[src/rtl/cancel_cache_arbiter.sv]
// Arbitrates exchange write requests and CPU read requests onto a single cache port, one transaction at a time.
// Optional abort timer on a stalled cache is enabled by defining CACHE_ARB_TIMEOUT_EN.
//
//   state  | meaning
//   IDLE   | ready to grant; exch_done pulse shows here after a write
//   BUSY   | cache request outstanding, fields held stable
//   RESP   | one-cycle CPU read response
module cancel_cache_arbiter #(
    parameter int unsigned STARVE_LIMIT = 4,
    parameter int unsigned TIMEOUT_CYC  = 255
) (
    input  logic        clk,
    input  logic        HRESETn,
    input  logic        exch_valid,
    output logic        exch_ready,
    input  logic [4:0]  exch_client_id,
    input  logic [15:0] exch_amount,
    input  logic        cpu_valid,
    output logic        cpu_ready,
    input  logic [9:0]  cpu_client_id,
    output logic        cpu_rsp_valid,
    output logic [31:0] cpu_rsp_data,
    output logic        exch_done,
    output logic        cache_req_valid,
    output logic        cache_req_rw,
    output logic [31:0] cache_req_index,
    output logic [31:0] cache_req_data,
    input  logic        cache_res_ready,
    input  logic [31:0] cache_res_data,
    output logic        timeout_err
);

    localparam int SW = (STARVE_LIMIT < 1) ? 1 : $clog2(STARVE_LIMIT + 1);
    localparam logic [SW-1:0] LIM = SW'(STARVE_LIMIT);

    typedef enum logic [1:0] {
        S_IDLE = 2'd0,
        S_BUSY = 2'd1,
        S_RESP = 2'd2
    } state_t;

    state_t        state_q, state_d;
    logic [SW-1:0] starve_cnt_q, starve_cnt_d;
    logic          rw_q, rw_d;
    logic [31:0]   index_q, index_d;
    logic [31:0]   wdata_q, wdata_d;
    logic [31:0]   rsp_data_q, rsp_data_d;
    logic          exch_done_q, exch_done_d;
    logic          grant_cpu, grant_exch;

`ifdef CACHE_ARB_TIMEOUT_EN
    logic [7:0]    tmo_cnt_q, tmo_cnt_d;
    logic [7:0]    tmo_next;
    logic          timeout_err_q, timeout_err_d;
`endif

    // CPU only overtakes a pending exchange once it has been starved STARVE_LIMIT times.
    always_comb begin
        grant_cpu  = cpu_valid && (!exch_valid || (starve_cnt_q == LIM));
        grant_exch = exch_valid && !grant_cpu;
    end

    always_comb begin
        exch_ready      = HRESETn && (state_q == S_IDLE) && grant_exch;
        cpu_ready       = HRESETn && (state_q == S_IDLE) && grant_cpu;
        cache_req_valid = (state_q == S_BUSY);
        cache_req_rw    = (state_q == S_BUSY) && rw_q;
        cache_req_index = (state_q == S_BUSY) ? index_q : 32'd0;
        cache_req_data  = (state_q == S_BUSY) ? wdata_q : 32'd0;
        cpu_rsp_valid   = (state_q == S_RESP);
        cpu_rsp_data    = (state_q == S_RESP) ? rsp_data_q : 32'd0;
        exch_done       = exch_done_q;
`ifdef CACHE_ARB_TIMEOUT_EN
        timeout_err     = timeout_err_q;
`else
        timeout_err     = 1'b0;
`endif
    end

    always_comb begin
        state_d      = state_q;
        starve_cnt_d = starve_cnt_q;
        rw_d         = rw_q;
        index_d      = index_q;
        wdata_d      = wdata_q;
        rsp_data_d   = rsp_data_q;
        exch_done_d  = 1'b0;
`ifdef CACHE_ARB_TIMEOUT_EN
        tmo_cnt_d     = tmo_cnt_q;
        tmo_next      = tmo_cnt_q + 8'd1;
        timeout_err_d = timeout_err_q;
`endif
        case (state_q)
            S_IDLE: begin
                if (grant_exch) begin
                    state_d = S_BUSY;
                    rw_d    = 1'b1;
                    index_d = {18'b0, 5'b0, exch_client_id, 4'b0};
                    wdata_d = {16'b0, exch_amount};
                    if (!cpu_valid) begin
                        starve_cnt_d = '0;
                    end else if (starve_cnt_q != LIM) begin
                        starve_cnt_d = starve_cnt_q + 1'b1;
                    end
                end else if (grant_cpu) begin
                    state_d      = S_BUSY;
                    rw_d         = 1'b0;
                    index_d      = {18'b0, cpu_client_id, 4'b0};
                    wdata_d      = 32'd0;
                    starve_cnt_d = '0;
                end else if (!cpu_valid) begin
                    starve_cnt_d = '0;
                end
`ifdef CACHE_ARB_TIMEOUT_EN
                tmo_cnt_d = 8'd0;
`endif
            end
            S_BUSY: begin
                if (cache_res_ready) begin
                    if (rw_q) begin
                        exch_done_d = 1'b1;
                        state_d     = S_IDLE;
                    end else begin
                        rsp_data_d = cache_res_data;
                        state_d    = S_RESP;
                    end
                end
`ifdef CACHE_ARB_TIMEOUT_EN
                else if (tmo_next == 8'(TIMEOUT_CYC)) begin
                    // Abort still completes the requester's handshake so neither side hangs.
                    timeout_err_d = 1'b1;
                    tmo_cnt_d     = 8'd0;
                    if (rw_q) begin
                        exch_done_d = 1'b1;
                        state_d     = S_IDLE;
                    end else begin
                        rsp_data_d = 32'hFFFF_FFFF;
                        state_d    = S_RESP;
                    end
                end else begin
                    tmo_cnt_d = tmo_next;
                end
`endif
            end
            S_RESP: begin
                state_d = S_IDLE;
            end
            default: begin
                state_d = S_IDLE;
            end
        endcase
    end

    always_ff @(posedge clk or negedge HRESETn) begin
        if (!HRESETn) begin
            state_q      <= S_IDLE;
            starve_cnt_q <= '0;
            rw_q         <= 1'b0;
            index_q      <= 32'd0;
            wdata_q      <= 32'd0;
            rsp_data_q   <= 32'd0;
            exch_done_q  <= 1'b0;
        end else begin
            state_q      <= state_d;
            starve_cnt_q <= starve_cnt_d;
            rw_q         <= rw_d;
            index_q      <= index_d;
            wdata_q      <= wdata_d;
            rsp_data_q   <= rsp_data_d;
            exch_done_q  <= exch_done_d;
        end
    end

`ifdef CACHE_ARB_TIMEOUT_EN
    always_ff @(posedge clk or negedge HRESETn) begin
        if (!HRESETn) begin
            tmo_cnt_q     <= 8'd0;
            timeout_err_q <= 1'b0;
        end else begin
            tmo_cnt_q     <= tmo_cnt_d;
            timeout_err_q <= timeout_err_d;
        end
    end
`endif

endmodule

[config.mk]
export PLATFORM = sky130hd
export DESIGN_NAME = cancel_cache_arbiter
export DESIGN_NICKNAME = d
export VERILOG_FILES = /design/src/rtl/cancel_cache_arbiter.sv
export SDC_FILE = /design/constraint.sdc
export NUM_CORES = 1
export LEC_CHECK = 0
export CORE_MARGIN = 8
export CORE_UTILIZATION = 35
export DETAILED_ROUTE_END_ITERATION = 10
export PLACE_DENSITY = 0.75
export SLEW_MARGIN = 20
export SYNTH_ARGS = -nofsm -noshare
export SYNTH_HDL_FRONTEND = slang
export SYNTH_SLANG_ARGS = --single-unit
[constraint.sdc]
create_clock -name clk -period 1.5 [get_ports clk]
set_input_delay 0.375 -clock clk [delete_from_list [all_inputs] [get_ports clk]]
set_output_delay 0.375 -clock clk [all_outputs]
set_load 0.05 [all_outputs]
==> impl_results.md, run 1 <==
* Status: complete, but fails checks
* Violated checks: setup timing
* Post-Place Cell Area at about 5700 µm²
* Worst Setup Start Kind: flop
* CP Buf/Inv Count at 3
* R2R setup slack at -250 ps
* Initial cell density of the core at a little over a third
* Worst path max stage delay at roughly 450 ps
* Synth top area cells: dfrtp_1, and2_1, mux2_2
* Max Root-Sink Buffers at 2
* Vias in the first global route at approximately 3,200
* Worst Setup End Kind: primary output
* Gr usage total at 17.3%
* Final routed DRC violation total at 0
* Row count at 35
* Library cells used by synthesis at 31
* Seq/Total Area, Yosys at between 40% and 50%
* Type of the tightest min-delay check: input pin to asynchronous set/reset pin
* R2R depth at 8
* Crit-path max FO at 8
* Worst hold slack at 299 ps
* WL/cell at approximately 19 µm
* Yosys top cell area share at between 40% and 50%
* Reg-to-Reg Start: state_q[0]
* H-tree levels at 3
* Sink Count at 65
* Clk_lat worst skew at approximately 350 ps
* Crit path max-delay cell type: dfrtp_2
* # placed instances at between 500 and 600
* Design area at ~6500 µm²
* Critical Path AT at 1520 ps
* Worst EP required at around 1100 ps
* Largest net degree at the start of global routing at 66
* Sw Ratio at 37.9%
* Maximum clock frequency at approximately 530 MHz
* Combinational Power Share at 62.8%
* Synth-to-Final Area Change at 96.2%
* DR vias at 2,807
* Clock group share of total power at between 10% and 20%
* CORE AREA at 9200 µm²
* GPL Wtd Cong at 0.774
* Setup TNS at -30,820 ps
* Avg Cell Area, Syn at around 11 µm²
* Port-buffer cells at 131
* PwrDens at roughly 2100 nW/µm²
* Reg clk slew, reported paths at approximately 70 ps
* Cell Area, Synth at between 3000 and 4000 µm²
* Total of max-cap violations at 0
* Final hold violation count at 0
* CTS tree: yes
* Antenna violations before repair at 0
* RSZ-0062 raised after global routing: yes
* Tmin final at 1900 ps
* Post-DP HPWL at approximately 7.6 mm
* Reg2Reg Capture Point: rsp_data_q[9]
* Vias per Instance at around 4.7
* Warnings, synthesis at 0
* Nets@finish at 547
* Share of layout cells above drive strength 1 at roughly 51%
* Die area at roughly 13,000 µm²
* Worst-Margin Slew at 844 ps
* Relative slew slack at 43.7%
* Maximum VDD drop at ~0.86 mV
* Initial DRC count at 97
* Period utilisation layout at 127%
* Die extent in y at 113 µm
* Sequential power share at 23.3%
* TritonCTS Buffers at 9
* Non-Filler Instances at between 500 and 600
* Yosys top cell by area: dfrtp_1
* Boundary Pins at 171
* Final setup vio count at around 120
* Yosys reg bits at 65
* Cell mode on critical path: buf_12
* Root Driver: clkbuf_8
* DRT Pass-1 Iters at 4
* Overflow after GRT at 0
* Post-layout total power at approximately 14 mW
* Crit-path cells: nor2b_4 -> buf_12 -> buf_16 -> and2_4 -> buf_12
* Leakage at between 2 and 3 nW
* Hold buffers post-CTS at 0
* Cell Int Power at around 8.5 mW
* Routed Antenna Nets at 0
* Mapped Cells at ~300
* Setup skew after layout at 13.6 ps
* First-pass GRT wire length at ~18 mm
* Die width at 113 µm
* Setup CP Type: flop to primary output
* Sw Pwr at just over 5 mW
* Slew Limit Fails at 0
* Final worst setup slack at -398 ps
* WL final at 11.2 mm
* Crit-path leading delay family: flip-flops
* Diode count at 0
==> cell type report <==
class / instances / area, µm²
well taps: 111 / 139
clock inverters: 6 / 115
multi-input cells: 212 / 1770
flip-flops and latches: 65 / 1630
repair buffers: 185 / 2670
clock buffers: 10 / 138
fillers: 649 / 2720
inverters: 4 / 22.5
==> cell families after synthesis <==
| group | after synthesis | share of synthesized area (%) |
|---|---|---|
| other | 1 | 0.114 |
| buffers and inverters | 60 | 12.2 |
| AND/OR/NAND/NOR | 92 | 17.4 |
| AO/OA/AOI/OAI | 47 | 9.36 |
| adder cells (fa/ha/maj) | 2 | 0.757 |
| flip-flops | 65 | 49.2 |
| multiplexers | 32 | 10.9 |
==> worst max path at each step <==
stage | start | end | slack (ps) | depth (start not counted)
after floorplan | state_q[1] | exch_ready | -150 | 4
after global placement | cache_res_ready | rsp_data_q[28] | -380 | 4
after detailed placement | cache_res_ready | rsp_data_q[28] | -390 | 4
after CTS | state_q[0] | cache_req_data[8] | -410 | 6
after global routing | state_q[0] | cpu_rsp_data[7] | -460 | 5
final | state_q[0] | cpu_rsp_data[10] | -400 | 5
==> synthesized netlist by cell type <==
cell type / number
a21boi_0: 1
o211ai_1: 1
a31oi_1: 5
dfrtp_1: 65
inv_1: 4
nor3_4: 1
a22o_1: 16
buf_6: 3
nand3_1: 12
or2_2: 1
and3_1: 2
mux2_2: 32
nor3_1: 1
nor4b_1: 1
nand2b_4: 1
buf_4: 40
nor3b_4: 1
nor2_2: 1
nor2b_1: 2
ha_1: 2
and2_1: 59
nand2_1: 4
conb_1: 1
clkbuf_1: 8
nor2_1: 3
o21ai_0: 13
nand4_1: 2
buf_2: 5
or2_0: 1
a21oi_1: 10
a21o_1: 1
==> repair_timing <==
| action | in CTS | in global routing |
|---|---|---|
| setup endpoints to repair | 103 | 123 |
| gates cloned | 8 | 2 |
| pin swaps | 12 | 23 |
| buffers inserted | 14 | 4 |
| gates resized for setup | 33 | 23 |
==> per-layer routing <==
layer | routed length [µm] | global-route usage (%)
met5 | 0 | 0
met4 | 224 | 5.77
met3 | 667 | 4.63
met2 | 5840 | 30.7
met1 | 4480 | 19.7
==> flip-flops by register name, summed over array words and instances (netlist names) <==
register and flops:
index_q 10, state_q 2, rsp_data_q 32, starve_cnt_q 3
exch_done 1, rw_q 1, wdata_q 16
==> power groups by stage <==
stage	Sequential, mW	Combinational [mW]	Clock [mW]
finish	3.20	8.61	1.89
CTS	3.15	8.35	1.91
detailed placement	3.16	7.36	0
global placement	3.12	7.19	0
floorplan	3.02	4.46	0
global route	3.28	9.02	2.00
==> layout by cell type (no fill, tap or decap), types with 2 or more instances in the layout <==
cell,count
buf_12,75
clkdlybuf4s50_1,66
dfrtp_1,64
and2_4,59
conb_1,39
mux2_4,32
buf_4,26
a22o_1,16
nand3_1,11
clkbuf_8,10
a21oi_1,9
buf_6,9
o21ai_0,7
a31oi_1,5
o21ai_1,4
buf_16,4
bufinv_16,3
inv_2,2
nor2_4,2
nand2_4,2
nor3_4,2
o21ai_2,2
nand2_1,2
nand4_1,2
clkinv_4,2
clkbuf_16,2
==> stage by stage <==
| stage | utilization (%) | worst slack (ps) |
|---|---|---|
| after floorplan | - | -147 |
| after CTS | 69.4 | -411 |
| after global routing | 70.5 | -457 |
| after detailed placement | 62.2 | -395 |
| final | 70.5 | -398 |
| after global placement | 62.2 | -378 |
Note: power is estimated with default switching activity, not from simulation.
==> run 2: changes to the inputs <==
- CTS_BUF_LIST: default -> sky130_fd_sc_hd__clkbuf_16
- GPL_TIMING_DRIVEN: default -> 1
- PLACE_DENSITY: 0.75 -> 0.83
==> run 2 against run 1 <==
Effect of this change:
- the run still ends with setup timing left
- combinational power hardly changed
- clock skew decreased by 7.1 ps
- count of clock-buffer cells in the layout shrank 1
- first-iteration DRC count down 1.0%
- highest routed layer unchanged
- via count increased by 3.5%
- critical endpoint is now exch_ready
- non-clock buffer count rose by 4
- global-route usage is 0.47 points higher
- wire length is 4.2% higher
==> impl_results.md, run 2 (synthesis results as in run 1) <==
* Status: complete, but fails checks (unchanged)
* Violated checks: setup timing (unchanged)
* Worst EP required at 1120 ps (about the same)
* R2R depth at 8 (unchanged)
* Die width at 113 µm (unchanged)
* Maximum clock frequency at 545 MHz (was 527 MHz)
* Relative slew slack at 43.9% (was 43.7%)
* GPL Wtd Cong at 0.842 (was 0.774)
* Largest net degree at the start of global routing at 66 (unchanged)
* Die area at 12,800 µm² (unchanged)
* TritonCTS Buffers at 9 (unchanged)
* Worst Setup Start Kind: flop (unchanged)
* Maximum VDD drop at 0.847 mV (was 0.865 mV)
* Antenna violations before repair at 0 (unchanged)
* Worst path max stage delay at 380 ps (was 450 ps)
* Routed Antenna Nets at 0 (unchanged)
* Vias per Instance at 4.87 (was 4.73)
* H-tree levels at 3 (unchanged)
* WL final at 11.7 mm (was 11.2 mm)
* Final setup vio count at 117 (was 115)
* Row count at 35 (unchanged)
* Leakage at 2.99 nW (was 2.94 nW)
* Period utilisation layout at 122% (was 127%)
* WP depth at 5 (unchanged)
* Critical Path AT at 1460 ps (was 1520 ps)
* Crit-path cells: inv_2 -> ha_4 -> and3_4 -> nor3_4 -> buf_12 (was nor2b_4 -> buf_12 -> buf_16 -> and2_4 -> buf_12)
* PwrDens at 2130 nW/µm² (was 2110 nW/µm²)
* Root Driver: clkbuf_16 (was clkbuf_8)
* Most frequent cells in the layout: buf_12, dfrtp_1, clkdlybuf4s50_1 (was buf_12, clkdlybuf4s50_1, dfrtp_1)
* First-pass GRT wire length at 17.9 mm (was 17.5 mm)
* Boundary Pins at 171 (unchanged)
* CTS tree: yes (unchanged)
* Worst hold slack at 291 ps (was 299 ps)
* M1 GR Usage at 20.3% (was 19.7%)
* Nets@finish at 551 (was 547)
* Post-layout total power at 14.0 mW (was 13.7 mW)
* Commonest non-fill, non-tap cell in the layout: buf_12 (unchanged)
* Worst-Margin Slew at 841 ps (was 844 ps)
* Initial DRC count at 96 (was 97)
* Final hold violation count at 0 (unchanged)
* CP Buf/Inv Count at 2 (was 3)
* Post-DP HPWL at 7.65 mm (was 7.58 mm)
* Max FFs per register at 32 (unchanged)
* Biggest regs: rsp_data_q (32), wdata_q (16), index_q (10) (unchanged)
* Initial cell density of the core at 35.9% (unchanged)
* Final routed DRC violation total at 0 (unchanged)
* Largest reg by FF count: rsp_data_q (unchanged)
* WL/cell at 19.6 µm (was 18.9 µm)
* Max Root-Sink Buffers at 2 (unchanged)
* Type of the tightest min-delay check: input pin to asynchronous set/reset pin (unchanged)
* Clk_lat worst skew at 320 ps (was 350 ps)
* Total of max-cap violations at 0 (unchanged)
* Crit-path max FO at 3 (was 8)
* M2 GR Usage at 32.0% (was 30.7%)
* Port-buffer cells at 131 (unchanged)
* Worst Setup End Kind: primary output (unchanged)
* Sink Count at 65 (unchanged)
* Die extent in y at 113 µm (unchanged)
* Synth-to-Final Area Change at 98.8% (was 96.2%)
* Reg clk slew, reported paths at 50 ps (was 70 ps)
* Crit path max-delay cell type: dfrtp_1 (was dfrtp_2)
* Tmin final at 1840 ps (was 1900 ps)
* Slew Limit Fails at 0 (unchanged)
* Overflow after GRT at 0 (unchanged)
* Crit-path leading delay family: flip-flops (unchanged)
* Setup CP Type: flop to primary output (unchanged)
* Diode count at 0 (unchanged)
* DRT Pass-1 Iters at 4 (unchanged)
* Gr usage total at 17.8% (was 17.3%)
* Gr busiest metal: met2 (unchanged)
* Post-Place Cell Area at 5660 µm² (was 5720 µm²)
* Setup skew after layout at 6.46 ps (was 13.6 ps)
* DR vias at 2,906 (was 2,807)
* CORE AREA at 9200 µm² (unchanged)
* R2R setup slack at -270 ps (was -250 ps)
* Final worst setup slack at -336 ps (was -398 ps)
* Design area at 6570 µm² (was 6480 µm²)
* Share of layout cells above drive strength 1 at 51.0% (was 51.5%)
* Vias in the first global route at 3,301 (was 3,192)
* Met3 usage at 3.41% (was 4.63%)
* Hold buffers post-CTS at 0 (unchanged)
* RSZ-0062 raised after global routing: yes (unchanged)
-- run 2: path summary, 6_finish.rpt --
path                                  from              to
min reg2reg                    wdata_q[11]     wdata_q[11]
max                        starve_cnt_q[0]      exch_ready
min in group clk               wdata_q[11]     wdata_q[11]
max in group asynchronous          HRESETn   rsp_data_q[0]
max reg2reg                     state_q[1]  rsp_data_q[12]
min                                HRESETn      index_q[8]
-- run 2: per-stage QoR --
step	utilization [%]	setup slack (ps)	TNS [ps]	instances
6_report	71.4	-336	-27560	597
3_3_place_gp	61.6	-480	-22900	549
5_1_grt	71.4	-376	-32770	597
4_1_cts	71.3	-374	-30110	597
3_5_place_dp	61.6	-555	-25790	549
2_1_floorplan	-	-147	-3000	337
-- run 2: where the power goes --
group / switching (mW) / total (mW) / internal (mW)
Sequential: 0.572 / 3.19 / 2.62
Clock: 0.737 / 2.18 / 1.44
Combinational: 3.92 / 8.62 / 4.69
-- run 2: layout make-up --
class                      instances  area [µm²]
sequential                        65        1630
inverter                           4        22.5
clock buffer                       9         225
timing repair buffer             189        2700
multi-input combinational        212        1760
fill                             625        2630
clock inverter                     7        86.3
tap                              111         139
-- run 2: what timing repair did --
action | 4_1_cts | 5_1_grt
buffers inserted | 23 | 4
cloned | 9 | 3
setup endpoints to repair | 120 | 123
gates resized for setup | 55 | 18
pin swaps | 8 | 29
-- run 2: routing by layer --
| metal | vias up | wire, µm |
|---|---|---|
| met5 | - | 0 |
| met4 | 0 | 282 |
| met3 | 22 | 618 |
| met2 | 131 | 6180 |
| met1 | 1446 | 4600 |
| li1 | 1307 | - |
==> run 3: changes to the inputs <==
==> constraint.sdc (replaced) <==
create_clock -name clk -period 1.5 [get_ports clk]
set_input_delay 0.15 -clock clk [delete_from_list [all_inputs] [get_ports clk]]
set_output_delay 0.15 -clock clk [all_outputs]
set_load 0.05 [all_outputs]
==> run 3 against run 2 <==
Effect of this change:
- the flow still finishes with violations (setup timing)
- critical path depth grew 1
- sequential power shrank 2%
- clock power shrank 9.6%
- flip-flop and latch count is the same
- design area shrank 6.6%
- final cell count shrank 3.7%
- critical path type is now flop to flop
- largest cell class unchanged
- wire length shrank 8.3%
==> impl_results.md, run 3 (synthesis results as in run 1) <==
* Status: complete, but fails checks (unchanged)
* Violated checks: setup timing (unchanged)
* Port-buffer cells at 131 (unchanged)
* Routed Antenna Nets at 0 (unchanged)
* Synth-to-Final Area Change at 85.6% (was 98.8%)
* Top routing layer used: met4 (unchanged)
* H-tree levels at 3 (unchanged)
* Initial DRC count at 122 (was 96)
* First-pass GRT wire length at 16.9 mm (was 17.9 mm)
* Vias per Instance at 4.87 (about the same)
* Reg clk slew, reported paths at 50 ps (about the same)
* Final setup vio count at 112 (was 117)
* WL final at 10.7 mm (was 11.7 mm)
* Critical Path AT at 1870 ps (was 1460 ps)
* Max Root-Sink Buffers at 2 (unchanged)
* Vias in the first global route at 3,096 (was 3,301)
* Largest reg by FF count: rsp_data_q (unchanged)
* DRT Pass-1 Iters at 4 (unchanged)
* Row count at 35 (unchanged)
* Worst Setup End Kind: flop (was primary output)
* Slew Limit Fails at 0 (unchanged)
* Share of layout cells above drive strength 1 at 43.5% (was 51.0%)
* Cell Int Power at 8.08 mW (was 8.76 mW)
* GPL Wtd Cong at 0.791 (was 0.842)
* TritonCTS Buffers at 9 (unchanged)
* Overflow after GRT at 0 (unchanged)
* Diode count at 0 (unchanged)
* Setup skew after layout at 7.94 ps (was 6.46 ps)
* Leakage at 2.77 nW (was 2.99 nW)
* Total of max-cap violations at 0 (unchanged)
* Period utilisation layout at 112% (was 122%)
* Type of the tightest min-delay check: input pin to flop (was input pin to asynchronous set/reset pin)
* CORE AREA at 9200 µm² (unchanged)
* Sw Ratio at 38.1% (was 37.4%)
* Area taken by multi-input logic gates at 1680 µm² (was 1760 µm²)
* Combinational Power Share at 61.0% (was 61.6%)
* Final hold violation count at 0 (unchanged)
* Maximum clock frequency at 597 MHz (was 545 MHz)
* Clock group share of total power at 15.1% (was 15.6%)
* Post-DP HPWL at 7.38 mm (was 7.65 mm)
* Antenna violations before repair at 0 (unchanged)
* Die extent in y at 113 µm (unchanged)
* Maximum VDD drop at 0.884 mV (was 0.847 mV)
* Most frequent cells in the layout: buf_12, clkdlybuf4s50_1, dfrtp_1 (was buf_12, dfrtp_1, clkdlybuf4s50_1)
* CTS tree: yes (unchanged)
* Post-layout total power at 13.1 mW (was 14.0 mW)
* Crit-path max FO at 6 (was 3)
* Final worst setup slack at -175 ps (was -336 ps)
* Nets@finish at 530 (was 551)
* Root Driver: clkbuf_16 (unchanged)
* Die area at 12,800 µm² (unchanged)
* Sink Count at 65 (unchanged)
* WL/cell at 18.6 µm (was 19.6 µm)
* Sequential power share at 24.0% (was 22.8%)
* Sw Pwr at 4.98 mW (was 5.23 mW)
* Biggest regs: rsp_data_q (32), wdata_q (16), index_q (10) (unchanged)
* FILL cells at 643 (was 625)
* Final routed DRC violation total at 0 (unchanged)
* Setup CP Type: flop to flop (was flop to primary output)
* Boundary Pins at 171 (unchanged)
* Initial cell density of the core at 35.9% (unchanged)
* RSZ-0062 raised after global routing: yes (unchanged)
* Wire length on met1 at 4.16 mm (was 4.60 mm)
* Metal2 WL at 5.67 mm (was 6.18 mm)
* PwrDens at 2130 nW/µm² (about the same)
* Worst EP required at 1700 ps (was 1120 ps)
* Design area at 6130 µm² (was 6570 µm²)
* Commonest non-fill, non-tap cell in the layout: buf_12 (unchanged)
* Post-Place Cell Area at 5360 µm² (was 5660 µm²)
* DR vias at 2,801 (was 2,906)
* Largest net degree at the start of global routing at 34 (was 66)
* Worst Setup Start Kind: flop (unchanged)
* Met3 WL post-DR at 636 µm (was 618 µm)
* Max FFs per register at 32 (unchanged)
* Tmin final at 1680 ps (was 1840 ps)
* Gr usage total at 16.6% (was 17.8%)
* Register area at 1630 µm² (unchanged)
* Clk_lat worst skew at 320 ps (about the same)
* Die width at 113 µm (unchanged)
-- run 3: power groups by stage --
stage | clock [mW] | sequential, mW | combinational [mW]
global route | 2.08 | 3.23 | 8.34
finish | 1.97 | 3.13 | 7.97
CTS | 2.00 | 3.11 | 8.02
global placement | 0 | 3.01 | 6.38
detailed placement | 0 | 3.07 | 6.53
floorplan | 0 | 2.94 | 3.75
-- run 3: metal layers --
layer / vias to the layer above / GRT usage (%)
met5: - / 0
met4: 0 / 6.57
met3: 17 / 4.26
met2: 108 / 29.8
met1: 1417 / 18.3
li1: 1259 / -
-- run 3: final cells by class --
| cell class | instances | area share (%) |
|---|---|---|
| repair buffers | 168 | 38.8 |
| multi-input cells | 212 | 27.5 |
| flip-flops and latches | 65 | 26.6 |
| clock buffers | 9 | 3.67 |
| well taps | 111 | 2.27 |
| clock inverters | 6 | 0.837 |
| inverters | 4 | 0.367 |
-- run 3: timing repair --
action | CTS | global route
hold endpoints to repair | 65 | 0
hold buffers | 1 | 0
endpoints found under the setup margin | 92 | 122
pin swaps | 29 | 6
cloned | 4 | 1
setup buffers | 15 | 3
gates resized for setup | 91 | 8
-- run 3: worst max-delay path, cell delays in order, from the launching register on --
cell and delay, ps:
dfrtp_1 380, nand2b_4 180, buf_6 130, nor3b_4 240
buf_6 170, clkbuf_16 160, mux2_4 300
-- run 3: metrics by stage --
step	TNS [ps]	cells	util (%)	hold slack, ps	worst slack [ps]
floorplan	-99.1	337	-	-146	-99.1
global placement	-2960	540	58.3	269	-87.0
detailed placement	-3940	540	58.3	289	-114
CTS	-11600	574	66.7	388	-158
global route	-17110	575	66.7	416	-214
finish	-10390	575	66.7	391	-175
-- run 3: worst paths after layout --
| check | end | slack [ps] | startpoint | cells past startpoint |
|---|---|---|---|---|
| worst min-delay path | index_q[9] | 390 | cpu_client_id[5] | 3 |
| worst max register to register | rsp_data_q[2] | -180 | state_q[1] | 6 |
| max in group asynchronous | state_q[0] | 650 | HRESETn | 3 |
| worst min register to register | rsp_data_q[3] | 500 | rsp_data_q[3] | 1 |
| min in group asynchronous | starve_cnt_q[1] | 520 | HRESETn | 3 |
| worst max-delay path | rsp_data_q[2] | -180 | state_q[1] | 6 |
